[src/rtl/haar_coef_serializer.sv]
// ---------------------------------------------------------------------------
// haar_coef_serializer
//
// Buffers the strobed coefficient words of the Haar analysis filter bank and
// emits them as one serial (word index, signed value) stream over a
// valid/ready handshake. Words are granted round-robin; a new strobe for a
// word whose previous value was never granted overwrites it (newest wins)
// and raises that word's sticky overflow flag.
//
// Parameters:
//   STAGES     number of filter stages (2..8); STAGES+1 coefficient words
//   OUT_WIDTH  width of each signed coefficient word (>= 2)
//
// Ports:
//   clk        system clock
//   rst        asynchronous active-high reset
//   inStrobes  per-word "new value" pulse, bit i for word i
//   dataIn     packed words, word i at [OUT_WIDTH*i +: OUT_WIDTH]
//   clrOvf     synchronous clear of the overflow flags (a same-edge set wins)
//   outReady   downstream accepts the current output word
//   outValid   outData/outIndex hold a word
//   outData    signed coefficient value, passed through unmodified
//   outIndex   source word index 0..STAGES
//   overflow   sticky per-word overrun flags
//   thresh     (HAAR_SER_THRESHOLD_EN only) unsigned magnitude threshold;
//              strobes on words 1..STAGES with |word| < thresh are ignored
//
// Optional feature macro: HAAR_SER_THRESHOLD_EN
// ---------------------------------------------------------------------------
module haar_coef_serializer #(
    parameter int STAGES    = 4,
    parameter int OUT_WIDTH = 16
) (
    input  logic                             clk,
    input  logic                             rst,
    input  logic [STAGES:0]                  inStrobes,
    input  logic [OUT_WIDTH*(STAGES+1)-1:0]  dataIn,
    input  logic                             clrOvf,
    input  logic                             outReady,
`ifdef HAAR_SER_THRESHOLD_EN
    input  logic [OUT_WIDTH-1:0]             thresh,
`endif
    output logic                             outValid,
    output logic [OUT_WIDTH-1:0]             outData,
    output logic [3:0]                       outIndex,
    output logic [STAGES:0]                  overflow
);

    localparam int unsigned NW = STAGES + 1;

    if (STAGES < 2 || STAGES > 8 || OUT_WIDTH < 2) begin : g_bad_param
        $fatal(1, "haar_coef_serializer: STAGES must be 2..8 and OUT_WIDTH >= 2");
    end

    logic [OUT_WIDTH-1:0] hold [NW];
    logic [NW-1:0]        pend;
    logic [NW-1:0]        accept;
    logic [NW-1:0]        ovf_set;
    logic [3:0]           ptr;
    logic [3:0]           gnt_idx;
    logic [OUT_WIDTH-1:0] gnt_data;
    logic                 gnt_found;
    logic                 load;

    // Strobe qualification
    for (genvar gi = 0; gi < STAGES + 1; gi++) begin : g_acc
`ifdef HAAR_SER_THRESHOLD_EN
        if (gi == 0) begin : g_lowpass
            assign accept[gi] = inStrobes[gi];
        end else begin : g_highpass
            // One extra bit so the most negative word has a representable magnitude.
            logic [OUT_WIDTH:0] ext;
            logic [OUT_WIDTH:0] mag;
            assign ext = {dataIn[OUT_WIDTH*gi + OUT_WIDTH - 1], dataIn[OUT_WIDTH*gi +: OUT_WIDTH]};
            assign mag = ext[OUT_WIDTH] ? (~ext + (OUT_WIDTH+1)'(1)) : ext;
            assign accept[gi] = inStrobes[gi] && (mag >= {1'b0, thresh});
        end
`else
        assign accept[gi] = inStrobes[gi];
`endif
    end

    // Round-robin search: first pass covers ptr..STAGES, second wraps to 0..ptr-1.
    always_comb begin
        gnt_found = 1'b0;
        gnt_idx   = '0;
        gnt_data  = '0;
        for (int unsigned i = 0; i < NW; i++) begin
            if (!gnt_found && pend[i] && 4'(i) >= ptr) begin
                gnt_found = 1'b1;
                gnt_idx   = 4'(i);
                gnt_data  = hold[i];
            end
        end
        for (int unsigned i = 0; i < NW; i++) begin
            if (!gnt_found && pend[i] && 4'(i) < ptr) begin
                gnt_found = 1'b1;
                gnt_idx   = 4'(i);
                gnt_data  = hold[i];
            end
        end
    end

    assign load = (!outValid || outReady) && gnt_found;

    // A strobe on the edge its word is granted is a hand-over, not an overrun.
    always_comb begin
        ovf_set = '0;
        for (int unsigned i = 0; i < NW; i++) begin
            ovf_set[i] = accept[i] && pend[i] && !(load && gnt_idx == 4'(i));
        end
    end

    always_ff @(posedge clk or posedge rst) begin
        if (rst) begin
            pend     <= '0;
            ptr      <= '0;
            outValid <= 1'b0;
            outData  <= '0;
            outIndex <= '0;
            overflow <= '0;
            for (int unsigned i = 0; i < NW; i++) begin
                hold[i] <= '0;
            end
        end else begin
            overflow <= (clrOvf ? '0 : overflow) | ovf_set;

            if (load) begin
                outValid <= 1'b1;
                outData  <= gnt_data;
                outIndex <= gnt_idx;
                ptr      <= (gnt_idx == 4'(STAGES)) ? '0 : gnt_idx + 4'd1;
            end else if (outReady) begin
                outValid <= 1'b0;
            end

            // Capture takes precedence over the grant's pend clear, so a
            // same-edge strobe leaves the new value pending.
            for (int unsigned i = 0; i < NW; i++) begin
                if (accept[i]) begin
                    hold[i] <= dataIn[OUT_WIDTH*i +: OUT_WIDTH];
                    pend[i] <= 1'b1;
                end else if (load && gnt_idx == 4'(i)) begin
                    pend[i] <= 1'b0;
                end
            end
        end
    end

endmodule

[config.mk]
export PLATFORM = sky130hd
export DESIGN_NAME = haar_coef_serializer
export DESIGN_NICKNAME = d
export VERILOG_FILES = /design/src/rtl/haar_coef_serializer.sv
export SDC_FILE = /design/constraint.sdc
export NUM_CORES = 1
export LEC_CHECK = 0
export ABC_AREA = 1
export CAP_MARGIN = 20
export CORE_ASPECT_RATIO = 1.25
export CORE_MARGIN = 4
export CORE_UTILIZATION = 40
export CTS_CLUSTER_SIZE = 25
export DETAILED_ROUTE_END_ITERATION = 10
export GPL_ROUTABILITY_DRIVEN = 0
export PLACE_DENSITY_LB_ADDON = 0.1
export SYNTH_ARGS = -nofsm -noshare
export SYNTH_HDL_FRONTEND = slang
export SYNTH_SLANG_ARGS = --single-unit
[constraint.sdc]
create_clock -name clk -period 6.5 [get_ports clk]
set_clock_uncertainty 0.2 [all_clocks]
set_input_delay 0.65 -clock clk [delete_from_list [all_inputs] [get_ports clk]]
set_output_delay 0.65 -clock clk [all_outputs]
set_load 0.01 [all_outputs]
# --- Word level (Yosys, flattened, before mapping) ---
# Index checks and enable logic that the tools add are counted.
word_totals:
  reg_bits: 115
  in_bits: 89
  elab_cells: 132
classes:
  n_addsub: 1
  eq_ne: 4
  reduce_logical: 58
  muxes: 43
  bitwise_logic: 1
  order_cmp: 10
ops:
  columns: ["operator", "n"]
  rows:
  - ["$mux W16", 10]
  - ["$mux W4", 9]
  - ["$logic_and A1 B1 Y1", 35]
  - ["$mux W1", 23]
  - ["$logic_not A1 Y1", 15]
  - ["$reduce_bool A2 Y1", 6]
  - ["$eq A4 B2 Y1 const B", 2]
  - ["$ge A1 B4 Y1 const A", 2]
  - ["$ge A2 B4 Y1 const A", 2]
  - ["$lt A1 B4 Y1 const A", 2]
  - ["$lt A2 B4 Y1 const A", 2]
  - ["$mux W5", 1]
  - ["$or A5 B5 Y5", 1]
  - ["$add A4 B1 Y4 const B", 1]
  - ["$eq A4 B1 Y1 const B", 1]
  - ["$eq A4 B3 Y1 const B", 1]
  - ["$ge A3 B4 Y1 const A", 1]
  - ["$logic_not A4 Y1", 1]
  - ["$lt A3 B4 Y1 const A", 1]
  - ["$logic_or A1 B1 Y1", 1]

# --- Depth between registers and ports, before layout ---
# Gate-level depths: netlist of the first run.
depth:
  word_depth: 44
  ltp_mapped: 15
  depth_no_buf: 15

# --- Worst setup path before layout of the first run ---
# Ideal clock, no wire load.
synth_timing:
  kind: "register to register"
  startpoint: "reg pend[2]"
  endpoint: "reg ptr[2]"
  setup_time_ps: 76
  path_stages_with_launch: 14
  synth_period_minus_slack_ps: 2263
  path_slack_ps: 4237
  arrival_ps: 1987
  path_cell_list: "dfrtp_1 nand3_1 nand3_2 nor2_4 nand4_2 nor2_4 nand3_2 buf_6 nand2_1 inv_1 ha_1 nor2_1 nand2_1 o21ai_1"
synth_between:
  elab_chain_len: 33
synth_rtl:
  columns: ["element", "line", "source"]
  rows:
  - ["start, declared", "56", "logic [NW-1:0] pend;"]
  - ["start signal, assigned", "116", "pend <= '0;"]
  - ["start signal, assigned by index", "142", "pend[i] <= 1'b1;"]
  - ["start signal, assigned by index", "144", "pend[i] <= 1'b0;"]
  - ["$logic_and A1 B1 Y1 (2 in a row)", "89", "if (!gnt_found && pend[i] && 4'(i) >= ptr) begin"]
  - ["$mux W1", "89", null]
  - ["$logic_not A1 Y1", "89", null]
  - ["$logic_and A1 B1 Y1 (2 in a row)", "89", null]
  - ["$mux W1", "89", null]
  - ["$logic_not A1 Y1", "89", null]
  - ["$logic_and A1 B1 Y1 (2 in a row)", "89", null]
  - ["$mux W1", "89", null]
  - ["[12 not listed]", null, null]
  - ["$logic_not A1 Y1", "96", "if (!gnt_found && pend[i] && 4'(i) < ptr) begin"]
  - ["$logic_and A1 B1 Y1 (2 in a row)", "96", null]
  - ["$mux W1", "96", null]
  - ["$logic_not A1 Y1", "96", null]
  - ["$logic_and A1 B1 Y1 (2 in a row)", "96", null]
  - ["$mux W4", "96", null]
  - ["$add A4 B1 Y4 / $eq A4 B3 Y1 (equally long branches)", "132", "ptr <= (gnt_idx == 4'(STAGES)) ? '0 : gnt_idx + 4'd1;"]
  - ["$mux W4", "132", null]
  - ["end signal, assigned", "132", null]
  - ["end, declared", "59", "logic [3:0] ptr;"]
# Parallel ways exist; a longest one is shown, timed or not.
# A chain may end at the register's enable or synchronous reset.

# --- Worst setup path after layout of the first run ---
layout_timing:
  startpoint: "reg pend[1]"
  endpoint: "reg pend[0]"
layout_between:
  elab_chain_len: 38
layout_rtl:
  columns: ["element", "line", "source"]
  rows:
  - ["$logic_and A1 B1 Y1 (2 in a row)", "89", null]
  - ["$mux W1", "89", null]
  - ["$logic_not A1 Y1", "89", null]
  - ["$logic_and A1 B1 Y1 (2 in a row)", "89", null]
  - ["$mux W1", "89", null]
  - ["$logic_not A1 Y1", "89", null]
  - ["$logic_and A1 B1 Y1 (2 in a row)", "89", null]
  - ["$mux W1", "89", null]
  - ["[19 not listed]", null, null]
  - ["$mux W1", "96", null]
  - ["$logic_not A1 Y1", "96", null]
  - ["$logic_and A1 B1 Y1 (2 in a row)", "96", null]
  - ["$mux W4 (*)", "96", null]
  - ["via gnt_idx[1]", "60", "logic [3:0] gnt_idx;"]
  - ["$logic_not A4 Y1 (*)", "143", "end else if (load && gnt_idx == 4'(i)) begin"]
  - ["$logic_and A1 B1 Y1 (*)", "143", null]
  - ["$reduce_bool A2 Y1 (no line) (*)", null, null]
# Mark *: on every way through the listed nets, which the timed path passes. The rest lies on a longest branch.

==> results of run 1 <==
==> final cells by class <==
| class | count | area [um2] |
|---|---|---|
| multi-input cells | 601 | 2590 |
| clock buffers | 21 | 460 |
| fillers | 1430 | 6730 |
| repair buffers | 117 | 1190 |
| clock inverters | 11 | 135 |
| flip-flops and latches | 114 | 2850 |
| well taps | 178 | 223 |
| inverters | 92 | 348 |
==> routing by layer <==
layer  vias up  GRT usage (%)
met5         -              0
met4         0           6.92
met3        24           4.28
met2       185           29.0
met1      2452           30.8
li1       2801              -
==> synth_stat cells <==
library cell,instances
a21oi_1,16
buf_1,1
buf_2,11
buf_4,1
buf_6,4
clkbuf_1,20
clkinv_1,2
conb_1,1
dfrtp_1,114
ha_1,5
inv_1,86
inv_2,4
nand2_1,338
nand2_2,1
nand3_1,26
nand3_2,3
nand3b_1,1
nand4_1,18
nand4_2,1
nand4_4,1
nor2_1,105
nor2_2,3
nor2_4,2
nor3_2,2
o211ai_1,1
o21ai_0,67
o21ai_1,7
o21bai_1,3
==> worst register-to-register path, stage by stage (launching register included) <==
cell and delay [ns]:
dfrtp_1 0.80, nand3_1 0.25, nand3_2 0.17, nor2_4 0.05, nand2_1 0.12, inv_2 0.17
nand4_4 0.25, nand4_1 0.21, inv_1 0.19, ha_1 0.23, nand3_1 0.13, o21ai_0 0.24
nand2_1 0.09
==> worst min path at each step <==
stage | from | endpoint | slack (ns) | cells after the start
3_5_place_dp | overflow[2] | overflow[2] | 0.26 | 2
4_1_cts | overflow[2] | overflow[2] | 0.28 | 2
3_3_place_gp | overflow[2] | overflow[2] | 0.26 | 2
5_1_grt | overflow[2] | overflow[2] | 0.29 | 2
6_report | overflow[2] | overflow[2] | 0.28 | 2
2_1_floorplan | hold[16] | hold[16] | 0.26 | 2
==> cells by family after synthesis <==
logic type | Yosys count
AOI/OAI and AO/OA | 94
buffers and inverters | 129
and+or+nand+nor | 501
DFF | 114
adders and majority gates | 5
other | 1
==> flip-flops by register name, indices dropped and copies added (netlist names) <==
| register | cells |
|---|---|
| pend | 5 |
| outValid | 1 |
| outData | 16 |
| ptr | 4 |
| outIndex | 3 |
| hold | 80 |
| overflow | 5 |
==> metrics by stage <==
stage / hold slack (ns) / utilization [%] / total power, uW / cells / setup WS (ns)
4_1_cts: 0.280 / 53.4 / 3060 / 1132 / 3.33
5_1_grt: 0.294 / 53.7 / 3280 / 1134 / 3.09
2_1_floorplan: 0.264 / - / 1660 / 844 / 2.63
3_5_place_dp: 0.265 / 49.3 / 2100 / 1100 / 3.38
3_3_place_gp: 0.264 / 49.3 / 2090 / 1100 / 3.40
6_report: 0.276 / 53.7 / 3050 / 1134 / 3.28
==> power breakdown <==
group | internal, uW | switching [uW]
registers | 843 | 111
logic | 435 | 717
clock network | 618 | 330
total | 1900 | 1160
==> flow_metrics.py, run 1 <==
metrics = {
    "yosys": {
        "ys_warn_count": 0,
        "synth_cells": 844,
        "synth-seq-area-share_pct": 47.7,
        "synth_top_area_share_pct": 47.7,
        "synthAdderAreaFrac_pct": 1.05,
        "netlist_area_um2": 5980,
        "synthTopCellsByArea": "dfrtp_1, nand2_1, nor2_1",
        "synth_simple_gate_area_share_pct": 34.2,
        "syn_avg_cell_area_um2": 7.08,
        "synth_nets": 938,
        "yosysTopAreaCell": "dfrtp_1",
        "yosysUniqueCellTypes": 28,
        "synth_seq_cells": 114,
        "synth_xor_xnor_area_share_pct": 0,
        "synth_compound_area_share_pct": 8.04,
        "synth_top_family_by_area": "simple AND/OR/NAND/NOR gates",
        "synth_mux_area_share_pct": 0,
    },
    "floorplanning": {
        "die_h_um": 145,
        "die_w_um": 117,
        "ios": 115,
        "initial_utilization_pct": 41.1,
        "dieArea_um2": 17000,
        "core_region_area_um2": 14500,
        "num_rows": 49,
    },
    "finish": {
        "final_common_cell": "nand2_1",
        "final_nets": 1037,
        "mostFrequentLayoutCells": "nand2_1, dfrtp_1, clkdlybuf4s50_1",
        "syn2layout_area_growth_pct": 30.5,
        "fin_area_um2": 7800,
        "n_antenna_cell": 0,
        "drive_above_1_share_pct": 5.44,
    },
    "clock_network": {
        "clkSinkCount": 114,
        "post_cts_buffers": 0,
        "cts_max_path_buffers": 2,
        "numCtsBuffers": 17,
        "cts_tree": "done",
        "clock_latency_ns": 0.41,
        "root_buffer": "clkbuf_16",
        "ctsResizeCount": 0,
        "cts_hold_buf": 0,
        "cts_max_level": 4,
        "clk_pin_slew_ns": 0.06,
    },
    "power": {
        "peakVddDrop_uv": 189,
        "power.density_nw_per_um2": 392,
        "leakagePower_uw": 0.00393,
    },
    "setup_path": {
        "r2r-end": "pend[0]",
        "rr_worst_depth": 12,
        "cp_max_fo": 21,
        "r2r-start": "pend[1]",
        "crit_type": "reg -> reg",
        "worstPathArrival_ns": 3.30,
        "cp-start-kind": "register",
        "crit_buf_inv": 2,
        "reg2reg_slack_ns": 3.28,
        "endpoint": "pend[0]",
        "crit_path_end_kind": "register",
        "cp_cell_sequence": "nand3_1 -> nand3_2 -> nor2_4 -> nand2_1 -> inv_2 -> nand4_4 -> nand4_1 -> inv_1 -> ha_1 -> nand3_1 -> o21ai_0 -> nand2_1",
        "critPathTopFamily": "simple AND/OR/NAND/NOR gates",
        "slowest_stage": "dfrtp_1",
        "cp.depth": 12,
        "crit_required_ns": 6.58,
        "crit_start": "pend[1]",
        "slowest_delay_ns": 0.80,
    },
    "detailed_routing": {
        "vias": 5462,
        "met1Wirelength_mm": 8.49,
        "firstDrtPassIters": 7,
        "drtIter0Drc": 377,
        "top_layer": "met4",
        "drc": 0,
        "drt-vias-per-instance": 4.82,
        "totalWireLength_mm": 16.7,
        "routedWlPerCell_um": 14.7,
        "wl_met3_um": 982,
        "wl_met2_mm": 6.90,
        "ant_nets": 0,
    },
    "run_status": {
        "status": "finished clean",
    },
    "place": {
        "dpl-instance-area_um2": 7160,
        "portBuffers": 113,
        "dp_hpwl_mm": 12.0,
    },
    "sta": {
        "period_needed_ns": 3.22,
        "achievable-frequency_mhz": 311,
        "maxSlewViolCount": 0,
        "fin_crit_sh_pct": 49.5,
        "worst_pin_slew_ns": 1.07,
        "hold_viol_final": 0,
        "setup_viol": 0,
        "grt_setup_unrepaired": "no",
        "slew_headroom_pct": 28.1,
        "fin_tns_setup_ns": 0,
    },
    "global_routing": {
        "grt_usage_pct": 20.4,
        "grt_pass1_vias": 5274,
        "grt_pass1_wl_mm": 27.8,
        "antenna_found_initial": 0,
        "grt-ovfl-total": 0,
        "grt_max_degree": 61,
    },
    "run": {
        "maxCapViolations": 0,
    },
    "hold_path": {
        "hp-class": "reg -> reg",
    },
}
(Power assumes the default switching activity.)
==> run 2: changes to the inputs <==
clock period = 3.25 ns   (was 6.5 ns; I/O delays follow)
==> run 2 against run 1 <==
Compared with the run above:
- die area unchanged
- sequential share of layout area fell by 0.20 points
- clock power increased by 93%
- critical path depth up 2
- global-route usage barely moved
- total power rose by 99%
- routed wire length is 0.70% higher
- non-clock buffer count up 8
- worst hold slack worse by 0.072 ns
- combinational power grew 110%
- flip-flop and latch count unchanged
- count of clock-buffer cells in the layout is 4 higher
- critical path type unchanged
- largest power group unchanged
==> flow_metrics.py, run 2 (synthesis gave the netlist of run 1 again) <==
metrics = {
    "finish": {
        "syn2layout_area_growth_pct": 31.2,
        "final_nets": 1045,
        "final_common_cell": "nand2_1",
        "max_flop_register": "hold",
        "final_util_pct": 54.0,
        "n_antenna_cell": 0,
        "reg_top3": "hold: 80 flops, outData: 16 flops",
        "mostFrequentLayoutCells": "nand2_1, dfrtp_1, clkdlybuf4s50_1",
        "drive_above_1_share_pct": 5.93,
        "largest_reg_flops": 80,
    },
    "sta": {
        "fin_tns_setup_ns": 0,
        "setup_viol": 0,
        "maxSlewViolCount": 0,
        "fin_crit_sh_pct": 86.3,
        "worst_pin_slew_ns": 0.889,
        "hold_viol_final": 0,
        "achievable-frequency_mhz": 357,
        "grt_setup_unrepaired": "no",
        "slew_headroom_pct": 40.6,
        "period_needed_ns": 2.80,
    },
    "clock_network": {
        "clk_pin_slew_ns": 0.05,
        "cts_hold_buf": 0,
        "root_buffer": "clkbuf_16",
        "post_cts_buffers": 0,
        "numCtsBuffers": 17,
        "ctsResizeCount": 0,
        "cts_tree": "done",
        "cts_max_level": 4,
        "clock_latency_ns": 0.41,
        "clkSinkCount": 114,
        "cts_max_path_buffers": 2,
    },
    "setup_path": {
        "crit_type": "reg -> reg",
        "crit_path_end_kind": "register",
        "cp_max_fo": 18,
        "cp-start-kind": "register",
        "worstPathArrival_ns": 2.95,
        "crit_required_ns": 3.40,
    },
    "run_status": {
        "status": "finished clean",
    },
    "floorplanning": {
        "die_h_um": 145,
        "die_w_um": 117,
        "dieArea_um2": 17000,
        "num_rows": 49,
        "core_region_area_um2": 14500,
        "ios": 115,
        "initial_utilization_pct": 41.1,
    },
    "global_routing": {
        "grt_max_degree": 115,
        "grt_usage_pct": 20.4,
        "grt-ovfl-total": 0,
        "grt_pass1_vias": 5223,
        "grt_pass1_wl_mm": 27.8,
        "antenna_found_initial": 0,
    },
    "power": {
        "power.density_nw_per_um2": 776,
        "leakagePower_uw": 0.00396,
        "peakVddDrop_uv": 314,
    },
    "detailed_routing": {
        "drtIter0Drc": 444,
        "drc": 0,
        "vias": 5470,
        "totalWireLength_mm": 16.8,
        "ant_nets": 0,
        "firstDrtPassIters": 6,
        "routedWlPerCell_um": 14.7,
        "drt-vias-per-instance": 4.80,
    },
    "run": {
        "maxCapViolations": 0,
    },
    "place": {
        "dp_hpwl_mm": 12.1,
        "portBuffers": 113,
    },
    "hold_path": {
        "hp-class": "in -> async",
    },
}
==> run 2: metrics by stage <==
stage	hold WS [ns]	setup slack (ns)	total power, uW	area (um2)	instances
after floorplan	0.232	0.987	3330	5980	844
after global placement	0.263	0.531	4220	7260	1110
after detailed placement	0.265	0.465	4240	7260	1110
after CTS	0.242	0.451	6110	7840	1140
after global routing	0.258	0.200	6560	7840	1140
final	0.203	0.446	6090	7840	1140
==> run 2: area by class of cell <==
cell class	instances	area [um2]
well taps	178	223
clock inverters	5	75.1
multi-input cells	601	2590
clock buffers	25	505
flip-flops and latches	114	2850
fillers	1414	6690
repair buffers	125	1250
inverters	92	349
==> run 2: report_power, final <==
group	internal, uW	switching (uW)	total, uW
Combinational	895	1490	2380
Clock	1220	614	1830
Sequential	1690	188	1880
==> run 2: final timing paths <==
path	from	to	slack, ns	cells past startpoint
worst max-delay path	pend[2]	pend[4]	0.45	14
min in group clk	dataIn[1]	hold[65]	0.25	3
max in group asynchronous	rst	hold[79]	2.10	3
worst max register to register	pend[2]	pend[4]	0.45	14
worst min register to register	outData[11]	outData[11]	0.28	2
worst min-delay path	rst	outData[3]	0.20	3
==> run 2: metal layers <==
layer	track usage, %	vias to the layer above	part of all wire, %
met3	3.97	12	5.5
li1	-	2809	-
met5	0	-	0
met2	29.7	154	42
met4	5.99	0	1.1
met1	30.9	2495	52
==> run 2: worst max-delay path, stage by stage (launching register included) <==
cell     delay [ns]
dfrtp_1        0.49
nand3_1        0.18
nand3_2        0.13
nor2_4         0.13
nand2_1        0.10
inv_2          0.28
nand4_4        0.31
nand4_1        0.25
inv_1          0.10
ha_1           0.23
inv_1          0.06
nor2_1         0.04
nand2_1        0.09
nand2_1        0.06
nand2_1        0.06
